$ cat config.mk
export PLATFORM = sky130hd
export DESIGN_NAME = lsu_mem_master
export DESIGN_NICKNAME = d
export VERILOG_FILES = /design/src/rtl/lsu_mem_master.sv
export SDC_FILE = /design/constraint.sdc
export NUM_CORES = 1
export LEC_CHECK = 0
export CAP_MARGIN = 20
export CORE_MARGIN = 2
export CORE_UTILIZATION = 30
export CTS_CLUSTER_DIAMETER = 120
export DETAILED_ROUTE_END_ITERATION = 6
export SLEW_MARGIN = 20
export SYNTH_ARGS = -nofsm -noshare
export SYNTH_HDL_FRONTEND = slang
export SYNTH_SLANG_ARGS = --single-unit
$ cat constraint.sdc
create_clock -name clk -period 2.3 [get_ports clk]
set_input_delay 0.23 -clock clk [delete_from_list [all_inputs] [get_ports clk]]
set_output_delay 0.23 -clock clk [all_outputs]
set_load 0.05 [all_outputs]
$ cat src/rtl/lsu_mem_master.sv
// Load/store initiator for the data port of the simulation memory: one access at a time,
// doubleword-aligned transaction with byte enables, extended load data back to writeback.
module lsu_mem_master #(
    parameter int unsigned RD_LATENCY = 0
) (
    input  logic        clk,
    input  logic        rst_n,
    input  logic        req_valid_i,
    output logic        req_ready_o,
    input  logic        req_we_i,
    input  logic [1:0]  req_size_i,
    input  logic        req_unsigned_i,
    input  logic [63:0] req_addr_i,
    input  logic [63:0] req_wdata_i,
    input  logic [4:0]  req_rd_i,
    output logic        rsp_valid_o,
    input  logic        rsp_ready_i,
    output logic [63:0] rsp_rdata_o,
    output logic [4:0]  rsp_rd_o,
    output logic        rsp_misaligned_o,
    output logic        mem_req_o,
    output logic        mem_we_o,
    output logic [7:0]  mem_be_o,
    output logic [63:0] mem_addr_o,
    output logic [63:0] mem_wdata_o,
    input  logic [63:0] mem_rdata_i
);

    localparam int unsigned CNT_W  = 3;
    localparam int unsigned DATA_W = 64;
    localparam int unsigned TAG_W  = 5;

    typedef enum logic [1:0] {IDLE, ACCESS, WAIT, RESP} state_t;

    state_t             state, state_next;
    logic [CNT_W-1:0]   cnt, cnt_next;

    logic               we_q, we_d;
    logic               uns_q, uns_d;
    logic [1:0]         size_q, size_d;
    logic [2:0]         off_q, off_d;
    logic [TAG_W-1:0]   rd_q, rd_d;

    logic               req_ready_d, rsp_valid_d, rsp_mis_d;
    logic [DATA_W-1:0]  rsp_rdata_d;
    logic [TAG_W-1:0]   rsp_rd_d;
    logic               mem_req_d, mem_we_d;
    logic [7:0]         mem_be_d;
    logic [DATA_W-1:0]  mem_addr_d, mem_wdata_d;

    logic               accept, misaligned, sample;

    function automatic logic is_misaligned(input logic [1:0] size, input logic [2:0] off);
        case (size)
            2'b00:   return 1'b0;
            2'b01:   return off[0];
            2'b10:   return |off[1:0];
            default: return |off;
        endcase
    endfunction

    function automatic logic [7:0] lane_mask(input logic [1:0] size, input logic [2:0] off);
        case (size)
            2'b00:   return 8'(8'h01 << off);
            2'b01:   return 8'(8'h03 << off);
            2'b10:   return 8'(8'h0F << off);
            default: return 8'hFF;
        endcase
    endfunction

    function automatic logic [63:0] extract(input logic [63:0] rdata, input logic [1:0] size,
                                            input logic uns, input logic [2:0] off);
        logic [63:0] sh;
        sh = rdata >> {off, 3'b000};
        case (size)
            2'b00:   return uns ? {56'd0, sh[7:0]}  : {{56{sh[7]}},  sh[7:0]};
            2'b01:   return uns ? {48'd0, sh[15:0]} : {{48{sh[15]}}, sh[15:0]};
            2'b10:   return uns ? {32'd0, sh[31:0]} : {{32{sh[31]}}, sh[31:0]};
            default: return sh;
        endcase
    endfunction

    assign accept     = req_valid_i && req_ready_o;
    assign misaligned = is_misaligned(req_size_i, req_addr_i[2:0]);
    // Read data is captured at the end of ACCESS (no latency) or in the last WAIT cycle.
    assign sample     = ((state == ACCESS) && (RD_LATENCY == 0)) ||
                        ((state == WAIT) && (cnt == CNT_W'(RD_LATENCY - 1)));

    // State register; all outputs are registered from their next values here.
    always_ff @(posedge clk) begin
        if (!rst_n) begin
            state            <= IDLE;
            cnt              <= '0;
            we_q             <= 1'b0;
            uns_q            <= 1'b0;
            size_q           <= 2'b00;
            off_q            <= 3'b000;
            rd_q             <= '0;
            req_ready_o      <= 1'b1;
            rsp_valid_o      <= 1'b0;
            rsp_rdata_o      <= '0;
            rsp_rd_o         <= '0;
            rsp_misaligned_o <= 1'b0;
            mem_req_o        <= 1'b0;
            mem_we_o         <= 1'b0;
            mem_be_o         <= '0;
            mem_addr_o       <= '0;
            mem_wdata_o      <= '0;
        end else begin
            state            <= state_next;
            cnt              <= cnt_next;
            we_q             <= we_d;
            uns_q            <= uns_d;
            size_q           <= size_d;
            off_q            <= off_d;
            rd_q             <= rd_d;
            req_ready_o      <= req_ready_d;
            rsp_valid_o      <= rsp_valid_d;
            rsp_rdata_o      <= rsp_rdata_d;
            rsp_rd_o         <= rsp_rd_d;
            rsp_misaligned_o <= rsp_mis_d;
            mem_req_o        <= mem_req_d;
            mem_we_o         <= mem_we_d;
            mem_be_o         <= mem_be_d;
            mem_addr_o       <= mem_addr_d;
            mem_wdata_o      <= mem_wdata_d;
        end
    end

    // Next-state logic.
    always_comb begin
        state_next = state;
        cnt_next   = cnt;
        case (state)
            IDLE: begin
                if (accept) state_next = misaligned ? RESP : ACCESS;
            end
            ACCESS: begin
                cnt_next   = '0;
                state_next = (RD_LATENCY == 0) ? RESP : WAIT;
            end
            WAIT: begin
                if (sample) state_next = RESP;
                else        cnt_next   = cnt + CNT_W'(1);
            end
            RESP: begin
                if (rsp_ready_i) state_next = IDLE;
            end
            default: state_next = IDLE;
        endcase
    end

    // Output next values: strobes follow the next state, payload registers hold unless loaded.
    always_comb begin
        req_ready_d = (state_next == IDLE);
        rsp_valid_d = (state_next == RESP);
        mem_req_d   = (state_next == ACCESS);
        mem_we_d    = 1'b0;
        mem_be_d    = mem_be_o;
        mem_addr_d  = mem_addr_o;
        mem_wdata_d = mem_wdata_o;
        rsp_rdata_d = rsp_rdata_o;
        rsp_rd_d    = rsp_rd_o;
        rsp_mis_d   = rsp_misaligned_o;
        we_d        = we_q;
        uns_d       = uns_q;
        size_d      = size_q;
        off_d       = off_q;
        rd_d        = rd_q;
        if (accept) begin
            we_d   = req_we_i;
            uns_d  = req_unsigned_i;
            size_d = req_size_i;
            off_d  = req_addr_i[2:0];
            rd_d   = req_rd_i;
            if (misaligned) begin
                rsp_rdata_d = '0;
                rsp_mis_d   = 1'b1;
                rsp_rd_d    = req_rd_i;
            end else begin
                mem_we_d    = req_we_i;
                mem_be_d    = lane_mask(req_size_i, req_addr_i[2:0]);
                mem_addr_d  = {req_addr_i[63:3], 3'b000};
                mem_wdata_d = req_wdata_i << {req_addr_i[2:0], 3'b000};
            end
        end
        if (sample) begin
            rsp_rdata_d = we_q ? '0 : extract(mem_rdata_i, size_q, uns_q, off_q);
            rsp_mis_d   = 1'b0;
            rsp_rd_d    = rd_q;
        end
    end

endmodule
Yosys cells after proc, flatten, opt, wreduce, memory -nomap -nowiden
Cells that the tools add are included.

storage, ports and cells
  register bits = 224
  input bits = 205
  output and inout bits = 210
  logic and storage cells = 75

operators by class
  add/sub/neg operators = 1
  eq/ne operators = 11
  shift operators = 5
  mux-type cells = 20
  bitwise logic cells = 3
  reductions and logical operators = 18

operators by type and width
  kind                   number
  $mux W64               7
  $pmux W64 S3           1
  $shl A64 B6 Y64        1
  $shr A64 B6 Y64        1
  $pmux W8 S3            1
  $mux W5                3
  $eq A2 B2 Y1 const B   5
  $eq A2 B1 Y1 const B   4
  $logic_not A2 Y1       4
  $mux W2                4
  $pmux W2 S4            1
  $reduce_and A2 Y1      4
  $shl A1 B3 Y8 const A  1
  $shl A2 B3 Y8 const A  1
  $shl A4 B3 Y8 const A  1
  $pmux W3 S2            1
  $reduce_bool A2 Y1     3
  $reduce_or A3 Y1       2
  $reduce_or A2 Y1       2
  $add A3 B1 Y3 const B  1
  $eq A3 B3 Y1 const B   1
  $mux W3                1
  $not A1 Y1             3
  $pmux W1 S3            1
  other kinds (3)        4

Logic depth before layout (Yosys ltp)
Gate-level depths: netlist of run 1.

  word-level depth = 6
  gate-level depth with buffers = 9
  mapped depth without buffers = 7

Worst setup path after synthesis of run 1
OpenSTA, ideal clock, no wires.

  kind = reg2reg
  start point = register req_ready_o
  end point = register rsp_rdata_o[23]
  data arrival time = 2.181 ns
  data required time = 2.171 ns
  path slack = -0.010 ns
  cell stages (with the launch flop) = 8
  path buffers = 2
  period minus slack after synthesis = 2.310 ns
  cell sequence = dfxtp_1 nand2_1 nor3_4 and3b_1 buf_2 clkbuf_1 a22oi_1 nand2_1

on the way
  cells in the longest elaborated chain, start to end = 3

ends and longest elaborated chain
  what                          RTL line  text
  start, declared               9         output logic req_ready_o,
  start signal, assigned        117       req_ready_o <= req_ready_d;
  $logic_and A1 B1 Y1           83        assign accept = req_valid_i && req_ready_o;
  $reduce_bool A2 Y1 (no line)  --
  $reduce_and A2 Y1 (no line)   --
  end signal, assigned          119       rsp_rdata_o <= rsp_rdata_d;
  end, declared                 18        output logic [63:0] rsp_rdata_o,

No other way between the ends.
A chain may end at the register's enable or synchronous reset.

Worst setup path in the final report of run 1
  start point = register cnt[0]
  end point = register rsp_rdata_o[11]

on the way
  cells in the longest elaborated chain, start to end = 5

ends and longest elaborated chain
  what                          RTL line  text
  start, declared               36        logic [CNT_W-1:0] cnt, cnt_next;
  start signal, assigned        111       cnt <= cnt_next;
  $eq A3 B3 Y1 *                87        ((state == WAIT) && (cnt == CNT_W'(RD_LATENCY - 1)));
  $logic_and A1 B1 Y1 *         87
  $logic_or A1 B1 Y1 *          86        assign sample = ((state == ACCESS) && (RD_LATENCY == 0)) ||
  $reduce_bool A2 Y1 (no line)  --
  $reduce_and A2 Y1 (no line)   --

Mark *: on every way between the ends. The rest lies on a longest branch, timed or not.

==> results of run 1 <==
placed cells by master, fill, tap and decap left out, types with 16 or more instances in the layout:
master	n
clkbuf_16	27
buf_4	87
nor2b_1	39
dfxtp_1	221
clkdlybuf4s50_1	408
a21boi_0	82
a211oi_1	16
a22oi_1	41
mux2_2	33
mux2i_1	66
mux4_2	42
o21ai_0	38
nand3_1	24
nand2_1	263
a21oi_1	48
o211a_1	43
buf_12	17
nor2_1	59
repair_timing:
action / in CTS / in global routing
setup endpoints to repair: 0 / 13
buffers inserted: 0 / 0
resized for setup: 0 / 5
worst reg2reg max path, cell delays in order (launching register included):
cell and delay (ps):
dfxtp_1 380, ha_1 190, ha_1 260, and3b_1 290, o21a_1 170, o21ai_0 180, buf_4 240, a211oi_1 290
a211o_1 150
worst min path at each step:
| stage | cells after the start | end | startpoint | slack, ps |
|---|---|---|---|---|
| floorplan | 2 | mem_addr_o[10] | req_addr_i[10] | 370 |
| global placement | 2 | rsp_rdata_o[38] | rsp_rdata_o[38] | 440 |
| detailed placement | 2 | rsp_rdata_o[37] | rsp_rdata_o[37] | 440 |
| CTS | 3 | rsp_rd_o[1] | rst_n | 160 |
| global route | 3 | rsp_rd_o[0] | rst_n | 190 |
| finish | 3 | rsp_rd_o[0] | rst_n | 190 |
kinds of logic (layout without fill, tap and decap cells):
group	Yosys count	in the layout
DFF	224	224
adders and majority gates	6	6
muxes	141	141
and+or+nand+nor	446	446
other	1	5
AOI/OAI and AO/OA	352	352
buffers and inverters	123	569
stage by stage:
stage / worst slack (ps) / utilization, % / TNS [ps] / instance area [um2]
after floorplan: 212.2 / - / 0 / 11620
after global placement: -61.02 / 43.87 / -1944 / 16880
after detailed placement: -151.8 / 43.87 / -5484 / 16880
after CTS: 43.06 / 46.31 / 0 / 17820
after global routing: 5.370 / 46.39 / 0 / 17840
final: 100.6 / 46.39 / 0 / 17850
where the power goes:
part | switching (mW) | internal (mW)
Sequential | 0.293 | 4.31
Clock | 1.77 | 2.77
Combinational | 3.08 | 2.00
Total | 5.14 | 9.08
flip-flops by register name, summed over array words and instances (netlist names), 2 cells and up:
name	count
rsp_rdata_o	64
off_q	3
cnt	3
mem_addr_o	61
size_q	2
mem_wdata_o	64
state	2
rd_q	5
mem_be_o	8
rsp_rd_o	5
per-layer routing:
metal / vias up / share of wire [%] / wire length (um) / global-route usage (%)
met5: - / 0 / 0 / 0
met1: 5490 / 42 / 19210 / 28.09
met3: 74 / 9.3 / 4233 / 6.299
met4: 0 / 3.5 / 1611 / 7.831
met2: 512 / 45 / 20440 / 35.12
li1: 5505 / - / - / -
layout make-up:
| cell class | count | area (um2) |
|---|---|---|
| tap | 518 | 648.1 |
| multi-input combinational | 948 | 6660 |
| clock buffer | 37 | 763.2 |
| fill | 3663 | 20620 |
| sequential | 224 | 4488 |
| inverter | 6 | 22.52 |
| timing repair buffer | 513 | 5082 |
| antenna | 2 | 5.005 |
| clock inverter | 13 | 176.4 |
==> results by group, run 1 <==
Run status
  • Status: completed

Run
  • Max_cap viols: 0

Setup path
  • CP required: 2780 ps
  • Crit-path max FO: 6
  • R2R Setup Slk: 100 ps
  • Cell family with most CP delay: compound AO/OA/AOI/OAI gates
  • Setup crit start kind: flip-flop
  • Reg-to-Reg Start: cnt[0]
  • Critical path origin: cnt[0]
  • R2r endpoint: rsp_rdata_o[11]
  • Cell seen most often among critical-path stages: ha_1
  • Crit end category: flip-flop
  • Reg2Reg Depth: 8
  • Crit-path cells: ha_1, ha_1, and3b_1, o21a_1, o21ai_0, buf_4, a211oi_1, a211o_1
  • Crit-path max cell delay: 380 ps
  • Buf/Inv on CP: 1
  • Cell at the slowest stage of the critical path: dfxtp_1
  • Crit path depth: 8
  • Kind of critical path: flip-flop to flip-flop
  • Worst EP arrival: 2680 ps
  • Worst Setup EP: rsp_rdata_o[11]

CTS
  • Root Buffer: clkbuf_16
  • Worst-skew pair later-pin latency: 550 ps
  • Clock-pin slew on the worst setup and hold paths: 60 ps
  • Post-CTS Hold Buffers: 0
  • CTS tree: yes
  • Deepest clock path buffer count: 3
  • H-Tree Depth: 1
  • CTS Sinks: 224
  • Num CTS Buffers: 27

Global route
  • Initial antenna violation count: 3
  • Overall Global Routing Usage: 21.89%
  • Pin count of the biggest net entering global routing: 143
  • Number of global-route vias before repair: 11550
  • GR Overflow Total: 0
  • First-pass GRT wire length: 69.65 mm

Route
  • Via count: 11580
  • Routed wire length: 45.50 mm
  • DRC viols: 0
  • Initial drt markers: 842
  • Routed Antenna Nets: 0
  • Drt wl/cell: 20.12 um
  • Pre-antenna DRT Iters: 5
  • Vias per std cell: 5.122

Cells and area
  • Nets: 1931
  • Final Non-Filler Cells: 2261
  • Layout area overhead: 53.70%
  • Layout cells sized above 1: 14.19%

Die
  • Ports: 415
  • Starting Density: 30.18%
  • CORE AREA: 0.03847 mm2
  • Number of cell rows: 72
  • Die W: 200.7 um
  • Die area: 0.04029 mm2
  • DIE HEIGHT: 200.7 um

Yosys
  • Area leader, netlist: dfxtp_1
  • Flops & latches, synth: 224
  • Simple-gate share of the synthesized area: 17.00%
  • Main area contributors after synthesis: dfxtp_1 (39%), nand2_1 (8.5%), mux4_2 (8.1%), mux2i_1 (5.7%), a21boi_0 (5.3%)
  • Cell Area, Synth: 0.01161 mm2
  • Post-synth EDFFs: 0
  • Post-synth cell types: 53
  • Largest family of logic cells by synthesized area: compound AO/OA/AOI/OAI gates
  • Post-Synth Adder-Cell Area: 0.6466%
  • Mux cell area share after synthesis: 17.04%
  • Syn Inst Count: 1293
  • Register area share after synthesis: 38.62%
  • Post-synth top area share: 38.62%
  • Share of flip-flops with an asynchronous set or reset: 0%
  • Mapped Avg Cell Area: 8.980 um2
  • Most numerous cell in the Yosys netlist: nand2_1
  • Most used DFF post-synth: dfxtp_1
  • Synth cell count leaders: nand2_1 (263), dfxtp_1 (224), a21boi_0 (82)
  • Yosys warns: 0
  • Xor-xnor portion of the synthesized cell area: 0%
  • Compound-Gate Fraction of Synth Area: 22.17%

STA
  • Max_slew headroom: 53.05%
  • Fmax: 454.7 MHz
  • Slew Limit Fails: 0
  • Hold Violations, Final: 0
  • Final worst-path cycle share: 95.63%
  • Worst-Margin Slew: 701.6 ps
  • RSZ-0062 raised after global routing: false
  • Fin crit period: 2199 ps
  • Final setup fails: 0
  • Hold WS: 191.4 ps
  • Final setup skew: 12.46 ps

Place
  • GPL Wtd Cong: 0.9139
  • Hpwl dp: 34.55 mm
  • Placed insts: 2209
  • I/O Buffers: 411

Power and ir drop
  • P_leak: 6.971 nW
  • Peak VDD IR: 615.0 uV
  • Total power after layout: 14.22 mW
  • P per Cell Area: 797.1 mW/mm2

Worst hold path
  • Type of the tightest min-delay check: primary input to flip-flop
No activity file was read; power rests on OpenSTA's default activity.
==> inputs of run 2 (changes only) <==
REMOVE_ABC_BUFFERS = 1   (was default)
==> run 2 against run 1 <==
Against the previous run:
- fmax grew 1.8%
- utilization shrank 0.33 points
- combinational power is essentially flat
- critical endpoint is now rsp_rdata_o[38]
- non-clock buffer count grew 2
- design area shrank 0.70%
- total power shrank 2.8%
- via count shrank 1.5%
- setup slack gained 40 ps
- global-route usage shrank 0.63 points
- sequential cell count is the same
- sequential share of layout area grew 0.17 points
- routed wire length shrank 2.8%
- largest cell class unchanged
==> results by group, run 2 (same netlist as run 1, synthesis figures left out) <==
Power and ir drop
  • P_leak: 6.928 nW (-0.63%)
  • P per Cell Area: 780.3 mW/mm2 (-2.1%)
  • Peak VDD IR: 535.5 uV (-13%)

Route
  • Initial drt markers: 693 (-18%)
  • Via count: 11400 (-1.5%)
  • Routed Antenna Nets: 0 (unchanged)
  • DRC viols: 0 (unchanged)
  • Pre-antenna DRT Iters: 5 (unchanged)
  • Routed wire length: 44.24 mm (-2.8%)
  • Vias per std cell: 5.044 (-1.5%)
  • Drt wl/cell: 19.56 um (-2.8%)

Die
  • DIE HEIGHT: 200.7 um (unchanged)
  • Die W: 200.7 um (unchanged)
  • Ports: 415 (unchanged)
  • Starting Density: 30.18% (unchanged)
  • Number of cell rows: 72 (unchanged)
  • Die area: 0.04029 mm2 (unchanged)
  • CORE AREA: 0.03847 mm2 (unchanged)

Global route
  • GR Util met2: 35.99% (+0.87 points)
  • Most used routing layer: met2
  • First-pass GRT wire length: 67.86 mm (-2.6%)
  • Number of global-route vias before repair: 11480 (-0.62%)
  • GR Overflow Total: 0 (unchanged)
  • Pin count of the biggest net entering global routing: 145 (+1.4%)
  • Overall Global Routing Usage: 21.26% (-0.63 points)
  • GR Layer Usage met3: 3.636% (-2.7 points)
  • Initial antenna violation count: 0 (-3)
  • Met1 global-route usage: 27.25% (-0.84 points)

Setup path
  • Kind of critical path: flip-flop to flip-flop
  • Setup crit start kind: flip-flop
  • Crit end category: flip-flop
  • CP required: 2690 ps (-90 ps)
  • Crit-path max FO: 14 (+8)
  • Worst EP arrival: 2540 ps (-140 ps)

CTS
  • Root Buffer: clkbuf_16
  • # Post-CTS Setup Buffers: 0 (unchanged)
  • Num CTS Buffers: 27 (unchanged)
  • CTS tree: yes
  • Clock-pin slew on the worst setup and hold paths: 60 ps (about the same)
  • CTS Sinks: 224 (unchanged)
  • H-Tree Depth: 1 (unchanged)
  • Worst-skew pair later-pin latency: 530 ps (-20 ps)
  • Deepest clock path buffer count: 3 (unchanged)

Place
  • I/O Buffers: 411 (unchanged)
  • Placed Area: 0.01683 mm2 (-0.27%)
  • Hpwl dp: 33.87 mm (-2.0%)
  • Placed insts: 2211 (+0.091%)
  • GPL Wtd Cong: 0.8923 (-2.4%)

Cells and area
  • Final Non-Filler Cells: 2261 (unchanged)
  • Nets: 1933 (+0.10%)
  • Final Util: 46.07% (-0.33 points)
  • Biggest regs: mem_wdata_o: 64 flops, rsp_rdata_o: 64 flops, mem_addr_o: 61 flops
  • Layout area overhead: 52.62%
  • Multi-input logic area: 0.006641 mm2 (-0.28%)
  • N_diodes: 0 (-2)
  • Most frequent cells in the layout: clkdlybuf4s50_1 (407), nand2_1 (263), dfxtp_1 (222), buf_4 (93), a21boi_0 (82)
  • FF+latch area: 0.004487 mm2 (about the same)
  • Final instance area: 0.01772 mm2 (-0.70%)
  • FILL cells: 3727 (+1.7%)
  • Layout cells sized above 1: 14.23% (+0.041 points)
  • Commonest non-fill, non-tap cell in the layout: clkdlybuf4s50_1

STA
  • Max_slew headroom: 44.22% (-8.8 points)
  • Hold Violations, Final: 0 (unchanged)
  • Worst-Margin Slew: 833.6 ps (+131.9 ps)
  • Final worst-path cycle share: 93.89% (-1.7 points)
  • Fmax: 463.1 MHz (+1.8%)
  • Fin crit period: 2160 ps (-39.85 ps)
  • RSZ-0062 raised after global routing: false
  • Final setup fails: 0 (unchanged)
  • Final setup skew: 17.12 ps (+4.658 ps)
  • Total negative slack: 0 ps (unchanged)
  • Slew Limit Fails: 0 (unchanged)

Run
  • Max_cap viols: 0 (unchanged)

Worst hold path
  • Type of the tightest min-delay check: primary input to flip-flop

Run status
  • Status: completed
## run 2: cell count changes in the layout (fill, tap and decap cells not counted), sizes merged, moves of 2 or more
| cell | delta |
|---|---|
| diode | -2 |
| clkinvlp | +3 |
| bufinv | -3 |
| clkinv | +2 |
| buf | +3 |
## run 2: cell type report
cell class	instances	area share, %
Clock buffer	36	4.342
Clock inverter	14	0.6213
Inverter	6	0.1271
Multi-Input combinational cell	948	37.48
Sequential cell	224	25.32
Tap cell	518	3.657
Timing Repair Buffer	515	28.45
## run 2: power breakdown
group          switching [mW]  internal [mW]  total, mW  leakage, nW
clock                    1.70           2.46       4.17        0.434
sequential              0.294           4.31       4.61         1.83
combinational            3.06           2.00       5.06         4.67
total                    5.06           8.77       13.8         6.93
## run 2: per-layer routing
layer / part of all wire [%] / vias up
li1: - / 5500
met5: 0 / -
met1: 43 / 5459
met2: 47 / 369
met3: 5.7 / 76
met4: 3.5 / 0
## run 2: stage by stage
step           total power [mW]  hold WS [ps]  worst slack [ps]
2_1_floorplan             7.495         351.7             -4011
4_1_cts                   13.95         214.9             42.51
3_5_place_dp              9.727         441.4            -177.3
6_report                  13.83         230.0             140.4
3_3_place_gp              9.690         435.2            -70.46
5_1_grt                   14.43         234.7             8.693
## run 2: final timing paths
| kind | end | depth (start not counted) | slack (ps) | from |
|---|---|---|---|---|
| min reg2reg | rsp_rdata_o[42] | 2 | 450 | rsp_rdata_o[42] |
| max | rsp_rdata_o[38] | 5 | 140 | off_q[1] |
| min | rsp_rd_o[1] | 3 | 230 | rst_n |
| max reg2reg | rsp_rdata_o[38] | 5 | 140 | off_q[1] |
## run 2: what timing repair did
action / CTS / global route
hold buffers: 0 / 0
resized for setup: 0 / 4
setup endpoints to repair: 0 / 21
## run 2: worst max-delay path, cell delays in order, from the launching register on
cell and delay, ps:
dfxtp_2 530, mux2_2 390, o2bb2ai_1 160, o311a_1 340
nor2_2 430, o21ai_0 170
